==> src/rtl/cpc_int_gen_if.sv <==
// CPU-side bus of the raster interrupt generator:
// gate-array/PRI writes, Z80 acknowledge and the interrupt request.
interface cpc_int_gen_if #(
  parameter int LINE_W = 8
);
  logic [7:0]        D;
  logic              WE;
  logic              PRI_WE;
  logic [LINE_W-1:0] PRI_D;
  logic              INTack;
  logic              INT;
  logic              INT_SRC;

  modport master (
    output D, WE, PRI_WE, PRI_D, INTack,
    input  INT, INT_SRC
  );

  modport slave (
    input  D, WE, PRI_WE, PRI_D, INTack,
    output INT, INT_SRC
  );
endinterface

==> src/rtl/cpc_int_gen.sv <==
// CPC raster interrupt generator: periodic HSYNC-count IRQ with VSYNC resync.
// Define CPC_INT_PRI_EN to add the programmable raster interrupt (PRI).
module cpc_int_gen #(
  parameter int LINES_PER_INT = 52,
  parameter int CNT_W         = 6,
  parameter int SYNC_DELAY    = 2,
  parameter int LINE_W        = 8
) (
  input  logic             CLK,
  input  logic             RESET,
  input  logic             crtc_hs,
  input  logic             crtc_vs,
  cpc_int_gen_if.slave     bus,
  output logic [CNT_W-1:0] line_cnt
);

  localparam logic [CNT_W-1:0] LPI = CNT_W'(LINES_PER_INT);
  localparam logic [1:0]       SD  = 2'(SYNC_DELAY);

  logic             old_hs, old_vs;
  logic             hf, vr;
  logic             int_q, int_n;
  logic             src_q, src_n;
  logic [CNT_W-1:0] cnt_q, cnt_n;
  logic [1:0]       sync_q, sync_n;
  logic             ga_cmd;
  logic             pri_on;
  logic             line_hit;

  assign hf = old_hs & ~crtc_hs;
  assign vr = ~old_vs & crtc_vs;

  assign ga_cmd = bus.WE
                & (bus.D[7:6] == 2'b10)
                & bus.D[4];

`ifdef CPC_INT_PRI_EN
  logic [LINE_W-1:0] pri_q;
  logic [LINE_W-1:0] line_q, line_inc;
  logic              unused_d;

  assign unused_d = ^{bus.D[5], bus.D[3:0]};

  assign line_inc = &line_q ? line_q
                            : line_q + 1'b1;
  assign pri_on   = |pri_q;
  assign line_hit = hf & pri_on
                  & (line_inc == pri_q);

  always_ff @(posedge CLK or posedge RESET) begin
    if (RESET) begin
      pri_q  <= '0;
      line_q <= '0;
    end else begin
      if (bus.PRI_WE)
        pri_q <= bus.PRI_D;
      // VR wins over HF: the line is counted first, then restarted
      if (vr)
        line_q <= '0;
      else if (hf)
        line_q <= line_inc;
    end
  end
`else
  logic unused_d;

  assign unused_d = ^{bus.D[5], bus.D[3:0],
                      bus.PRI_WE, bus.PRI_D};
  assign pri_on   = 1'b0;
  assign line_hit = 1'b0;
`endif

  always_comb begin
    int_n  = int_q;
    src_n  = src_q;
    cnt_n  = cnt_q;
    sync_n = sync_q;

    if (bus.INTack) begin
      int_n = 1'b0;
      if (!src_q)
        cnt_n[CNT_W-1] = 1'b0;
    end

    if (ga_cmd) begin
      cnt_n = '0;
      int_n = 1'b0;
    end

    if (hf) begin
      cnt_n = cnt_n + 1'b1;
      if (cnt_n == LPI) begin
        cnt_n = '0;
        if (!pri_on && !int_n) begin
          int_n = 1'b1;
          src_n = 1'b0;
        end
      end

      if (sync_q < SD) begin
        sync_n = sync_q + 2'd1;
        if (sync_n == SD) begin
          // late half of the period: fire now rather than skip it
          if (cnt_n[CNT_W-1] && !pri_on && !int_n) begin
            int_n = 1'b1;
            src_n = 1'b0;
          end
          cnt_n = '0;
        end
      end

      if (line_hit && !int_n) begin
        int_n = 1'b1;
        src_n = 1'b1;
      end
    end

    if (vr)
      sync_n = 2'd0;
  end

  always_ff @(posedge CLK or posedge RESET) begin
    if (RESET) begin
      old_hs <= 1'b0;
      old_vs <= 1'b0;
      int_q  <= 1'b0;
      src_q  <= 1'b0;
      cnt_q  <= '0;
      sync_q <= SD;
    end else begin
      old_hs <= crtc_hs;
      old_vs <= crtc_vs;
      int_q  <= int_n;
      src_q  <= src_n;
      cnt_q  <= cnt_n;
      sync_q <= sync_n;
    end
  end

  assign bus.INT     = int_q;
  assign bus.INT_SRC = src_q;
  assign line_cnt    = cnt_q;

endmodule

==> src/flat_wrapper.sv <==
// flat-port wrapper written by rule: the top's interface ports become plain ports
module cpc_int_gen_flat 
#(
  parameter int LINES_PER_INT = 52,
  parameter int CNT_W         = 6,
  parameter int SYNC_DELAY    = 2,
  parameter int LINE_W        = 8
)
  (CLK, RESET, crtc_hs, crtc_vs, line_cnt, bus_D, bus_WE, bus_PRI_WE, bus_PRI_D, bus_INTack, bus_INT, bus_INT_SRC);
  cpc_int_gen_if #(.LINE_W(LINE_W)) bus_i ();
  input  logic CLK;
  input  logic RESET;
  input  logic crtc_hs;
  input  logic crtc_vs;
  output logic [CNT_W-1:0] line_cnt;
  input wire logic [$bits(bus_i.D)-1:0] bus_D;
  input wire logic [$bits(bus_i.WE)-1:0] bus_WE;
  input wire logic [$bits(bus_i.PRI_WE)-1:0] bus_PRI_WE;
  input wire logic [$bits(bus_i.PRI_D)-1:0] bus_PRI_D;
  input wire logic [$bits(bus_i.INTack)-1:0] bus_INTack;
  output wire logic [$bits(bus_i.INT)-1:0] bus_INT;
  output wire logic [$bits(bus_i.INT_SRC)-1:0] bus_INT_SRC;
  assign bus_i.D = bus_D;
  assign bus_i.WE = bus_WE;
  assign bus_i.PRI_WE = bus_PRI_WE;
  assign bus_i.PRI_D = bus_PRI_D;
  assign bus_i.INTack = bus_INTack;
  assign bus_INT = bus_i.INT;
  assign bus_INT_SRC = bus_i.INT_SRC;
  cpc_int_gen #(.LINES_PER_INT(LINES_PER_INT), .CNT_W(CNT_W), .SYNC_DELAY(SYNC_DELAY), .LINE_W(LINE_W)) u_core (.CLK(CLK), .RESET(RESET), .crtc_hs(crtc_hs), .crtc_vs(crtc_vs), .bus(bus_i), .line_cnt(line_cnt));
endmodule
==> config.mk <==
export PLATFORM = sky130hd
export DESIGN_NAME = cpc_int_gen_flat
export DESIGN_NICKNAME = d
export VERILOG_FILES = /design/src/rtl/cpc_int_gen_if.sv /design/src/rtl/cpc_int_gen.sv /design/src/flat_wrapper.sv
export SDC_FILE = /design/constraint.sdc
export NUM_CORES = 1
export LEC_CHECK = 0
export ABC_AREA = 1
export BUFFER_PORTS_ARGS = -buffer_cell sky130_fd_sc_hd__buf_2
export CORE_MARGIN = 3
export CORE_UTILIZATION = 30
export CTS_BUF_LIST = sky130_fd_sc_hd__clkbuf_8 sky130_fd_sc_hd__clkbuf_16
export CTS_CLUSTER_DIAMETER = 200
export DETAILED_ROUTE_END_ITERATION = 6
export GPL_ROUTABILITY_DRIVEN = 0
export PLACE_DENSITY_LB_ADDON = 0.15
export SETUP_SLACK_MARGIN = 0.3
export SYNTH_ARGS = -nofsm -noshare
export SYNTH_HDL_FRONTEND = slang
export SYNTH_SLANG_ARGS = --single-unit
==> constraint.sdc <==
create_clock -name CLK -period 4.7 [get_ports CLK]
set_clock_uncertainty 0.2 [all_clocks]
set_input_delay 1.175 -clock CLK [delete_from_list [all_inputs] [get_ports CLK]]
set_output_delay 1.175 -clock CLK [all_outputs]
set_load 0.1 [all_outputs]
# ---- Word level (Yosys, flattened, before mapping)
# Index checks and enable logic that the tools add are counted.
dict set report totals {
  regBits 12
  word_cells 47
}
dict set report op_classes {
  reduce_logical 5
  eq_ne 3
  add_sub_neg 2
  order_cmp 1
  bitwise 6
  muxes 24
}
# op count
set ops {}
lappend ops {{$mux 6} 6}
lappend ops {{$mux 1} 15}
lappend ops {{$add 6x1->6 const B} 1}
lappend ops {{$eq 6x6->1 const B} 1}
lappend ops {{$mux 2} 3}
lappend ops {{$and 1x1->1} 4}
lappend ops {{$eq 2x2->1 const B} 2}
lappend ops {{$reduce_bool 2->1} 2}
lappend ops {{$add 2x1->2 const B} 1}
lappend ops {{$lt 2x2->1 const B} 1}
lappend ops {{$not 1->1} 2}
lappend ops {{$reduce_and 2->1} 1}
lappend ops {{$logic_and 1x1->1} 1}
lappend ops {{$logic_not 1->1} 1}

# ---- Longest topological paths before layout
dict set report depth {
  ltp_word 14
  depth_mapped 16
  depth_no_buf 15
}

# ---- Worst setup path before layout
# OpenSTA, ideal clock, no wires.
dict set report synth_timing {
  path_kind {input to register}
  startpoint {input port bus_D[7]}
  endpoint {register u_core.src_q, in the netlist u_core.bus.INT_SRC}
  setup_time_ps 119
  t_arrival_ps 2425
  cell_stages 15
  t_required_ps 4381
  path_buffers 1
  path_slack_ps 1956
  path_cell_list {inv_1 > nor2_2 > nand2_2 > buf_6 > nand2_1 > inv_1 > ha_1 > nand3_1 > nand3_2 > nor2_2 > nand2_2 > nand2_2 > nand3_1 > nand2_1 > inv_1}
}
dict set report synth_via {
  elab_chain_cells 13
  word_cells_on_any_way 18
  cone_classes {add/sub: 1; eq/ne: 2; mux: 11; bitwise: 2; reduce/logical: 2}
}
# element line
set synth_lines {}
lappend synth_lines {{start: declaration} flat_wrapper.sv:16} ;# input wire logic [$bits(bus_i.D)-1:0] bus_D;
lappend synth_lines {{$eq 2x2->1 *} cpc_int_gen.sv:34} ;# & (bus.D[7:6] == 2'b10)
lappend synth_lines {{$and 1x1->1 *} cpc_int_gen.sv:34}
lappend synth_lines {{$and 1x1->1 *} cpc_int_gen.sv:35} ;# & bus.D[4];
lappend synth_lines {{$mux 6} cpc_int_gen.sv:85} ;# if (ga_cmd) begin
lappend synth_lines {{$add 6x1->6} cpc_int_gen.sv:91} ;# cnt_n = cnt_n + 1'b1;
lappend synth_lines {{$eq 6x6->1} cpc_int_gen.sv:92} ;# if (cnt_n == LPI) begin
lappend synth_lines {{$mux 1} cpc_int_gen.sv:92}
lappend synth_lines {{$mux 1} cpc_int_gen.sv:90} ;# if (hf) begin
lappend synth_lines {{$logic_not 1->1} cpc_int_gen.sv:104} ;# if (cnt_n[CNT_W-1] && !pri_on && !int_n) begin
lappend synth_lines {{$logic_and 1x1->1} cpc_int_gen.sv:104}
lappend synth_lines {{$mux 1} cpc_int_gen.sv:104}
lappend synth_lines {{$mux 1} cpc_int_gen.sv:102} ;# if (sync_n == SD) begin
lappend synth_lines {{$mux 1 *} cpc_int_gen.sv:100} ;# if (sync_q < SD) begin
lappend synth_lines {{end signal: assignment} cpc_int_gen.sv:134} ;# src_q <= src_n;
lappend synth_lines {{end: declaration} cpc_int_gen.sv:23} ;# logic src_q, src_n;
# Every way passes the cells marked *; elsewhere a longest branch is shown, timed or not. The select of a mux whose other input is x is not followed.
# A chain may end at the register's enable or synchronous reset.

# ---- Worst setup path in the final report
dict set report layout_timing {
  startpoint {input port bus_D[4]}
  endpoint {register u_core.cnt_q[0], in the netlist u_core.line_cnt[0]}
}
dict set report layout_via {
  elab_chain_cells 9
}
# element line
set layout_lines {}
lappend layout_lines {{$and 1x1->1 *} cpc_int_gen.sv:35}
lappend layout_lines {{$mux 6 *} cpc_int_gen.sv:85}
lappend layout_lines {{$add 6x1->6} cpc_int_gen.sv:91}
lappend layout_lines {{$eq 6x6->1} cpc_int_gen.sv:92}
lappend layout_lines {{$mux 6} cpc_int_gen.sv:92}
lappend layout_lines {{$mux 6} cpc_int_gen.sv:90}
lappend layout_lines {{$mux 6} cpc_int_gen.sv:102}
lappend layout_lines {{$mux 6} cpc_int_gen.sv:100}
lappend layout_lines {{$mux 6 *} cpc_int_gen.sv:90}
lappend layout_lines {{net u_core.cnt_n[0]} cpc_int_gen.sv:24} ;# logic [CNT_W-1:0] cnt_q, cnt_n;
lappend layout_lines {{end signal: assignment} cpc_int_gen.sv:135} ;# cnt_q <= cnt_n;
lappend layout_lines {{end: declaration} cpc_int_gen.sv:24}
# Mark *: on every way through the listed nets, which the timed path passes. The rest lies on a longest branch. The select of a mux whose other input is x is not followed.

==> impl_results.md <==
- Worst EP required: 4600 ps
- Worst Path Arrival: between 2000 and 3000 ps
- Core Area: 0.00230 sq mm
- Vias in the first global route: 686
- Leading area contributor after synthesis: dfrtp_1
- Syn Inst Count: just under 100
- Clock share of power: 0.225
- # IOs: 31
- FMAX: 0.358 GHz
- Comb power frac: 0.435
- Root buffer cell: clkbuf_8
- Top cells by count, synth: 22 x nand2_1, 19 x inv_1, 11 x dfrtp_1
- Post-synth EDFFs: 0
- Pleak: 0.523 nW
- First-pass iteration count of the detailed router: 4
- Max Cap Violations: 0
- Diodes inserted: 0
- Hold Slack: 293 ps
- DIE AREA: 0.00315 sq mm
- Fin. Hold Viols: 0
- Initial Utilization: 0.328
- RSZ-0062 raised after global routing: false
- Final wirelength: approximately 1600 um
- Cell chain of the critical path: buf_2, nand2_2, inv_2, nand2_2, nand2_1, inv_1, ha_1, inv_1, nand2_1, nand3_2, nor2_2, nand2_2, nor2_1, o22ai_1
- Headroom to the max-slew limit: 0.676
- # Post-CTS Setup Buffers: 0
- Final slew viol count: 0
- Nets: 145
- Least-Margin Pin Slew: between 400 and 500 ps
- Min-Delay Path Depth: 1
- Synth top area cells: dfrtp_1 36%, nand2_1 11%, inv_1 9.5%, nand2_2 6.6%, ha_1 5.0%
- Total negative setup slack: 0 ps
- Final setup violation count: 0
- CTS max path bufs: 2
- Later-pin clock latency in the skew report: 240 ps
- WL/cell: 10.9 um
- Fillcell total: 250
- Multi-input logic area: between 300 and 400 sq um
- Storage cell area: 302 sq um
- CP endpoint kind: flip-flop
- Count of cell types in the netlist: 21
- Initial antenna violation count: 0
- Worst Path Max Fanout: 11
- Tot GR Track Use: 0.110
- Post-synth design cell area: 754 sq um
- Post-cts resize count: 0
- Main synth FF type: dfrtp_1
- Drt initial violations: 10
- Status: complete, no violations
- Total global routing overflow: 0
- Minimum clock period: 2790 ps
- Remaining antenna violation count: 0
- Switching power: between 150 and 200 uW
- Die height: 56.2 um
- Share of cells above drive strength 1: 0.305
- Sequential share of power: 0.340
- Top cell type's share of synthesized area: 0.365
- Die W: ~56 um
- Fin crit share: 0.594
- Hold Buf Count CTS: 0
- FFs w/ async S/R, synth: 1.00
- HPWL after detailed placement: 1280 um
- Via count: 679
- Pwr dens: around 450 mW/mm^2
- Drt via density: 4.65
- Seq cells post-synth: 12
- IO buf count: 16
- Sequential area share after synthesis: 0.400
- Synthesis Warnings: 0
- Final Core Density: 0.393
- Most frequent cell after synthesis: nand2_1
- Slowest CP cell: ha_1
- Switching share of total power: 0.468
- Synth Net Count: around 130
- DRC: 0
- Worst-path clk slew: 50 ps
- Register-to-Register Path Depth: 9
- Clock Sinks: 12
- First-pass GRT wire length: 2770 um
- Internal power: about 220 uW
- Row count: 17
- Worst path most repeated cell: nand2_2
- Min-Delay Path Class: flip-flop to flip-flop
- Synth Area per Inst: 7.62 sq um
- VDD IR max: between 0.0002 and 0.00025 V
- H-tree levels: 1
- CTS buffer count: 3
- CTS tree: built
- Startpoint types: input pin
- Largest net degree at the start of global routing: 13
- CP peak stage delay: 210 ps
- Critical path type: input pin to flip-flop
- Area grow syn2layout: 19.7%
## placed cells by master, fill, tap and decap left out
master	count
a32o_1	1
dfstp_2	1
a21oi_1	1
inv_2	1
nor2_2	4
nand4_1	3
clkbuf_8	3
nand3_1	7
nor2_1	7
nand3_2	1
dfrtp_1	11
buf_2	16
o21a_1	1
o21ai_0	2
inv_1	20
ha_1	3
o211ai_2	1
o22ai_1	3
o22a_1	1
nand2_1	22
nand2_2	8
o21ai_2	1
## per-stage QoR
step	std cells	total power, mW	area (sq um)	setup WS, ps
after floorplan	99	0.286	754	1960
after CTS	146	0.415	903	1910
after detailed placement	142	0.319	858	1650
final	146	0.410	903	1910
after global routing	146	0.437	903	1740
after global placement	142	0.316	858	1680
## registers in the layout, summed over array words and instances, names as in the netlist
| register | count |
|---|---|
| u_core.bus.INT_SRC | 1 |
| u_core.old_vs | 1 |
| u_core.line_cnt | 6 |
| u_core.bus.INT | 1 |
| u_core.old_hs | 1 |
| u_core.sync_q | 2 |
## layer usage
layer / track usage / vias to the layer above / wire length [um]
li1: - / 349 / -
met1: 0.124 / 316 / 729
met2: 0.190 / 12 / 794
met3: 0.0232 / 2 / 51
met4: 0.0610 / 0 / 17
met5: 0 / - / 0
## power by group through the flow
stage | Combinational (mW) | Sequential [mW] | Clock, mW
2_1_floorplan | 0.0667 | 0.219 | 0
3_3_place_gp | 0.177 | 0.139 | 0
3_5_place_dp | 0.178 | 0.141 | 0
4_1_cts | 0.179 | 0.139 | 0.0964
5_1_grt | 0.193 | 0.141 | 0.103
6_report | 0.178 | 0.139 | 0.0922
## logic make-up after synthesis
logic type / count (synthesis) / synth area share
buffers and inverters: 21 / 0.114
and+or+nand+nor: 52 / 0.328
AOI/OAI and AO/OA: 11 / 0.108
DFF: 12 / 0.400
adders and majority gates: 3 / 0.0498
## final cells by class
cell class                      instances  share of cell area
Timing Repair Buffer                   16              0.0886
Tap cell                               28              0.0388
Inverter                               20              0.0831
Clock inverter                          1             0.00416
Multi-Input combinational cell         66               0.406
Sequential cell                        12               0.334
Clock buffer                            3              0.0457
## worst max-delay path: cells and delay by family
family                   cells  cell delay [ps]
AO/OA/AOI/OAI                1              100
adder cells (fa/ha/maj)      1              210
buffers and inverters        4              280
AND/OR/NAND/NOR              8              920
## path summary, 6_finish.rpt
check / slack [ps] / to / start
min in group asynchronous: 740 / u_core.line_cnt[0] / RESET
max in group asynchronous: 3210 / u_core.sync_q[1] / RESET
max: 1910 / u_core.line_cnt[0] / bus_D[4]
max reg2reg: 2910 / u_core.line_cnt[0] / u_core.line_cnt[0]
min reg2reg: 290 / u_core.sync_q[0] / u_core.sync_q[0]
min: 290 / u_core.sync_q[0] / u_core.sync_q[0]
No activity file was read; power rests on OpenSTA's default activity.
